--- src/rtl/fetch_mem_unit_if.sv ---
// Request/ready bus between fetch_mem_unit (master) and an 8-bit memory (slave).
interface fetch_mem_unit_if #(
    parameter int ADDR_W = 8
);
    logic              mem_req;
    logic              mem_we;
    logic [ADDR_W-1:0] mem_addr;
    logic [7:0]        mem_wdata;
    logic [7:0]        mem_rdata;
    logic              mem_ready;

    modport master (
        output mem_req, mem_we, mem_addr, mem_wdata,
        input  mem_rdata, mem_ready
    );

    modport slave (
        input  mem_req, mem_we, mem_addr, mem_wdata,
        output mem_rdata, mem_ready
    );
endinterface

--- src/rtl/fetch_mem_unit.sv ---
// PC/IR/TR/MDR owner that turns controller level strobes into one memory
// transaction at a time, tolerating wait states and flagging a timeout.
module fetch_mem_unit #(
    parameter int ADDR_W  = 8,
    parameter int TIMEOUT = 15
) (
    input  logic              clk,
    input  logic              rst,
    input  logic              memRead,
    input  logic              memWrite,
    input  logic              IorD,
    input  logic              IRld,
    input  logic              TRld,
    input  logic              MDRld,
    input  logic              pcWrite,
    input  logic              jmpSignal,
    input  logic [7:0]        wr_data,
    fetch_mem_unit_if.master  bus,
    output logic [7:0]        ins,
    output logic [7:0]        tr,
    output logic [7:0]        mdr,
    output logic [ADDR_W-1:0] pc,
    output logic              busy,
    output logic              err
);
    typedef enum logic [1:0] {IDLE, WAIT, ERR} state_t;

    typedef struct packed {
        logic ir;
        logic mdr;
        logic pcw;
        logic jmp;
    } pend_t;

    state_t            state;
    pend_t             pend;
    logic [7:0]        rdl;
    logic [7:0]        cnt;
    logic              start;
    logic              done;
    logic              rd_done;
    logic              expire;
    logic [7:0]        rdl_nxt;
    logic [12:0]       jmp_raw;
    logic [ADDR_W-1:0] pc_jmp;
    logic [ADDR_W-1:0] pc_inc;

    assign start   = (state == IDLE) && (memRead || memWrite);
    assign done    = (state == WAIT) && bus.mem_ready;
    assign rd_done = done && !bus.mem_we;
    assign expire  = (state == WAIT) && !bus.mem_ready && (cnt == 8'(TIMEOUT - 1));

    // Read data bypasses RDL so a same-cycle TRld or jump sees the new byte.
    assign rdl_nxt = rd_done ? bus.mem_rdata : rdl;
    assign jmp_raw = {ins[4:0], rdl_nxt};
    assign pc_jmp  = ADDR_W'(jmp_raw);
    assign pc_inc  = pc + ADDR_W'(1);

    assign busy = start || ((state == WAIT) && !bus.mem_ready) || (state == ERR);

    always_ff @(posedge clk or negedge rst) begin
        if (!rst) begin
            state         <= IDLE;
            pend          <= '0;
            pc            <= '0;
            ins           <= '0;
            tr            <= '0;
            mdr           <= '0;
            rdl           <= '0;
            cnt           <= '0;
            err           <= 1'b0;
            bus.mem_req   <= 1'b0;
            bus.mem_we    <= 1'b0;
            bus.mem_addr  <= '0;
            bus.mem_wdata <= '0;
        end else begin
            if (TRld)
                tr <= rdl_nxt;
            if (rd_done)
                rdl <= bus.mem_rdata;

            case (state)
                IDLE: begin
                    if (start) begin
                        bus.mem_addr  <= IorD ? ADDR_W'(tr) : pc;
                        bus.mem_wdata <= wr_data;
                        bus.mem_we    <= memWrite;
                        bus.mem_req   <= 1'b1;
                        pend          <= '{ir: IRld, mdr: MDRld, pcw: pcWrite, jmp: jmpSignal};
                        cnt           <= '0;
                        state         <= WAIT;
                    end else if (pcWrite) begin
                        pc <= jmpSignal ? pc_jmp : pc_inc;
                    end
                end
                WAIT: begin
                    if (bus.mem_ready) begin
                        if (pend.ir)
                            ins <= bus.mem_rdata;
                        if (pend.mdr)
                            mdr <= bus.mem_rdata;
                        if (pend.pcw)
                            pc <= pend.jmp ? pc_jmp : pc_inc;
                        bus.mem_req <= 1'b0;
                        bus.mem_we  <= 1'b0;
                        state       <= IDLE;
                    end else if (expire) begin
                        // Abort: nothing from this access is committed.
                        bus.mem_req <= 1'b0;
                        bus.mem_we  <= 1'b0;
                        err         <= 1'b1;
                        state       <= ERR;
                    end else begin
                        cnt <= cnt + 8'd1;
                    end
                end
                ERR: begin
                    state <= ERR;
                end
                default: state <= IDLE;
            endcase
        end
    end
endmodule

--- src/flat_wrapper.sv ---
// flat-port wrapper written by rule: the top's interface ports become plain ports
module fetch_mem_unit_flat 
#(
    parameter int ADDR_W  = 8,
    parameter int TIMEOUT = 15
)
  (clk, rst, memRead, memWrite, IorD, IRld, TRld, MDRld, pcWrite, jmpSignal, wr_data, ins, tr, mdr, pc, busy, err, bus_mem_req, bus_mem_we, bus_mem_addr, bus_mem_wdata, bus_mem_rdata, bus_mem_ready);
  fetch_mem_unit_if #(.ADDR_W(ADDR_W)) bus_i ();
  input  logic clk;
  input  logic rst;
  input  logic memRead;
  input  logic memWrite;
  input  logic IorD;
  input  logic IRld;
  input  logic TRld;
  input  logic MDRld;
  input  logic pcWrite;
  input  logic jmpSignal;
  input  logic [7:0] wr_data;
  output logic [7:0] ins;
  output logic [7:0] tr;
  output logic [7:0] mdr;
  output logic [ADDR_W-1:0] pc;
  output logic busy;
  output logic err;
  output wire logic [$bits(bus_i.mem_req)-1:0] bus_mem_req;
  output wire logic [$bits(bus_i.mem_we)-1:0] bus_mem_we;
  output wire logic [$bits(bus_i.mem_addr)-1:0] bus_mem_addr;
  output wire logic [$bits(bus_i.mem_wdata)-1:0] bus_mem_wdata;
  input wire logic [$bits(bus_i.mem_rdata)-1:0] bus_mem_rdata;
  input wire logic [$bits(bus_i.mem_ready)-1:0] bus_mem_ready;
  assign bus_mem_req = bus_i.mem_req;
  assign bus_mem_we = bus_i.mem_we;
  assign bus_mem_addr = bus_i.mem_addr;
  assign bus_mem_wdata = bus_i.mem_wdata;
  assign bus_i.mem_rdata = bus_mem_rdata;
  assign bus_i.mem_ready = bus_mem_ready;
  fetch_mem_unit #(.ADDR_W(ADDR_W), .TIMEOUT(TIMEOUT)) u_core (.clk(clk), .rst(rst), .memRead(memRead), .memWrite(memWrite), .IorD(IorD), .IRld(IRld), .TRld(TRld), .MDRld(MDRld), .pcWrite(pcWrite), .jmpSignal(jmpSignal), .wr_data(wr_data), .bus(bus_i), .ins(ins), .tr(tr), .mdr(mdr), .pc(pc), .busy(busy), .err(err));
endmodule
--- config.mk ---
export PLATFORM = sky130hd
export DESIGN_NAME = fetch_mem_unit_flat
export DESIGN_NICKNAME = d
export VERILOG_FILES = /design/src/rtl/fetch_mem_unit_if.sv /design/src/rtl/fetch_mem_unit.sv /design/src/flat_wrapper.sv
export SDC_FILE = /design/constraint.sdc
export NUM_CORES = 1
export LEC_CHECK = 0
export CAP_MARGIN = 5
export CORE_MARGIN = 3
export CORE_UTILIZATION = 45
export DETAILED_ROUTE_END_ITERATION = 8
export GPL_TIMING_DRIVEN = 1
export PLACE_DENSITY = 0.75
export SLEW_MARGIN = 20
export SYNTH_ARGS = -nofsm -noshare
export SYNTH_HDL_FRONTEND = slang
export SYNTH_SLANG_ARGS = --single-unit
--- constraint.sdc ---
create_clock -name clk -period 2.8 [get_ports clk]
set_input_delay 0.56 -clock clk [delete_from_list [all_inputs] [get_ports clk]]
set_output_delay 0.56 -clock clk [all_outputs]
set_load 0.05 [all_outputs]
==> results.yml <==
drt:
  drc_errors: 0
  routed_wl_um: 7880
  vias: 2590
  first_pass_iters: 4
  avgViaCountPerCell: 5.32
  drtAntennaViolNets: 0
  wl_per_cell_um: 16.2
  drt_iter0_markers: 128
clocking:
  cts_setup_buffers: 0
  ctsResizeCount: 0
  cts_root_buffer: "clkbuf_8"
  clockBufferDepth: 2
  cts_buffers: 9
  clock_sinks: 73
  cts_tree: "done"
  cts_max_level: 3
  cts_hold_buf: 0
  worstSkewPairLatency_ns: 0.35
  clk_pin_slew_worst_paths_ns: 0.08
grt:
  grt_max_degree: 46
  grt.overflow.total: 0
  grtUsageTotal_pct: 19.7
  grt_pass1_vias: 2670
  grt_pass1_wl_um: 13100
  antenna_found_initial: 0
cells_and_area:
  nNetsFinal: 416
  final_cells: 487
  nFillCells: 558
  final_util_pct: 64.5
  layout-drive-gt1-share_pct: 15.6
  area_delta_synth_final_pct: 35.4
  num_antenna_cells: 0
die:
  ios: 79
  core-area_um2: 6940
  initial_utilization_pct: 47.7
  die-area_um2: 8420
  rows: 30
  die_h_um: 91.8
  die_w_um: 91.8
synth:
  synth_compound_area_share_pct: 10.6
  synthArstFlopShare_pct: 100
  synthAdderAreaFrac_pct: 1.13
  syn_avg_cell_area_um2: 11.0
  synth_mux_area_share_pct: 13.9
  netlist.area_leader.share_pct: 55.2
  synth_top_cell_by_area: "dfrtp_1"
  yosysMostFrequentCell: "dfrtp_1"
  seq_area_frac_synth_pct: 55.2
  ys.warnings.count: 0
  synth_top_family_by_area: "simple AND/OR/NAND/NOR gates"
  synthCells: 302
  synth_edf_count: 0
  synthDistinctLibCells: 49
  synth.top_cells.by_count: "73 x dfrtp_1, 54 x nand2_1, 24 x mux2_2"
  yosys-top-cells-area: "dfrtp_1 55%, mux2_2 8.2%, nand2_1 6.1%"
  synthFlopType: "dfrtp_1"
  ys_ff_latch: 73
  syn-cell-area_um2: 3310
  syn-num-nets: 332
  synth_xor_area_share_pct: 0.265
  yosys.area_share.simple_pct: 14.9
sta:
  min_period_ns: 2.47
  fin_tns_setup_ns: 0
  finClkSkew_ns: 0.0107
  timing.fmax_ghz: 0.405
  rsz0062_at_grt: "false"
  max_slew_margin_pct: 53.8
  setup_viol: 0
  drv_slew: 0
  hold_viol_final: 0
  period_share_pct: 88.1
  tightest_slew_ns: 0.693
setup_path:
  crit_path_max_fanout: 6
  criticalPathCategory: "input port to primary output"
  critPathMaxStageDelay_ns: 0.54
  regToRegStartpoint: "u_core.cnt[0]"
  rr_worst_depth: 6
  end_kind: "primary output"
  cp.required_ns: 2.24
  crit_slowest_cell: "or3b_2"
  startpoint: "bus_mem_ready"
  crit_buf_inv: 2
  cp.depth: 4
  endpoint: "busy"
  r2r-end: "u_core.cnt[2]"
  cp_data_arrival_time_ns: 1.91
  crit_chain: "clkdlybuf4s50_1 -> or3b_2 -> o21ai_0 -> buf_12"
  start_kind: "input port"
  path_delay_family: "buffers and inverters"
  r2r_slack_ns: 0.59
status:
  status: "completed"
place:
  place_inst: 471
  place_hpwl_um: 5580
  io_buffer_count: 78
  place.gp.congestion: 0.789
power:
  p_total_uw: 5700
  leakagePower_uw: 0.00198
  power_density_nw_per_um2: 1270
  ir_worst_vdd_uv: 800
run:
  maxCapViolations: 0
worst_hold_path:
  hp-class: "input port to async pin"
==> routing by layer <==
layer,vias to the layer above,track usage (%),routed length (um)
met5,-,0,0
met4,0,8.79,144
met3,11,4.27,404
met2,68,31.7,3900
met1,1272,25.6,3430
li1,1239,-,-
==> cells in the final DEF, fill, tap and decap left out, types with 2 or more instances in the layout <==
| cell type | Yosys | routed |
|---|---|---|
| nand3_1 | 9 | 9 |
| clkdlybuf4s50_1 | 0 | 76 |
| o22a_1 | 4 | 4 |
| dfrtp_1 | 73 | 73 |
| buf_4 | 0 | 10 |
| nor4_1 | 3 | 3 |
| buf_12 | 0 | 2 |
| mux2_2 | 24 | 24 |
| clkinvlp_4 | 0 | 2 |
| clkbuf_8 | 0 | 9 |
| o211ai_1 | 2 | 2 |
| o31ai_1 | 6 | 6 |
| bufinv_16 | 0 | 3 |
| a21o_1 | 3 | 3 |
| nor2_1 | 7 | 7 |
| nand2_1 | 54 | 54 |
| nand2b_1 | 3 | 3 |
| inv_1 | 13 | 13 |
| and2_1 | 3 | 3 |
| nor3b_1 | 2 | 2 |
| nand4_1 | 3 | 3 |
| o21ai_0 | 12 | 12 |
| or4_1 | 3 | 3 |
| mux2i_1 | 19 | 19 |
| nor3_1 | 3 | 3 |
| a21oi_1 | 14 | 14 |
| ha_1 | 3 | 3 |
==> cells by family after synthesis <==
group,after synthesis
adder cells (fa/ha/maj),3
multiplexers,43
flip-flops,73
XOR/XNOR,1
buffers and inverters,30
AO/OA/AOI/OAI,53
AND/OR/NAND/NOR,99
==> registers in the layout (all words and copies together) (netlist names) <==
| name | cells |
|---|---|
| u_core.bus.mem_req | 1 |
| u_core.tr | 8 |
| u_core.bus.mem_addr | 8 |
| u_core.err | 1 |
| u_core.pend | 4 |
| u_core.bus.mem_wdata | 8 |
| u_core.state | 2 |
| u_core.cnt | 8 |
| u_core.ins | 8 |
| u_core.pc | 8 |
| u_core.bus.mem_we | 1 |
| u_core.rdl | 8 |
| u_core.mdr | 8 |
==> final cells by class <==
class                      instances  area [um^2]  area share, %
tap                               96          120           2.68
clock inverter                     7          119           2.65
clock buffer                       9          124           2.76
timing repair buffer              89          881           19.7
inverter                          14         52.6           1.17
multi-input combinational        199         1360           30.3
sequential                        73         1830           40.8
==> power breakdown <==
part | internal [uW] | leakage [uW] | switching [uW] | total, uW
Sequential | 1480 | 0.000885 | 356 | 1840
Combinational | 1040 | 0.000975 | 1820 | 2860
Clock | 591 | 0.000115 | 413 | 1000
Total | 3110 | 0.00198 | 2590 | 5700
==> worst min-delay path by stage <==
stage	depth (start not counted)	to	slack [ns]	startpoint
after CTS	1	u_core.cnt[7]	0.26	rst
after detailed placement	1	u_core.err	0.45	u_core.err
after global routing	1	u_core.bus.mem_wdata[6]	0.31	rst
final	1	u_core.cnt[7]	0.24	rst
after floorplan	0	u_core.bus.mem_addr[0]	0.26	rst
after global placement	1	u_core.err	0.45	u_core.err
==> per-stage QoR <==
| step | hold WS, ns | area (um^2) | worst slack, ns |
|---|---|---|---|
| 2_1_floorplan | 0.264 | 3310 | 0.464 |
| 3_3_place_gp | 0.453 | 4240 | 0.274 |
| 3_5_place_dp | 0.451 | 4240 | 0.221 |
| 4_1_cts | 0.260 | 4480 | 0.329 |
| 5_1_grt | 0.310 | 4480 | 0.283 |
| 6_report | 0.242 | 4480 | 0.332 |
Note: power is estimated with default switching activity, not from simulation.
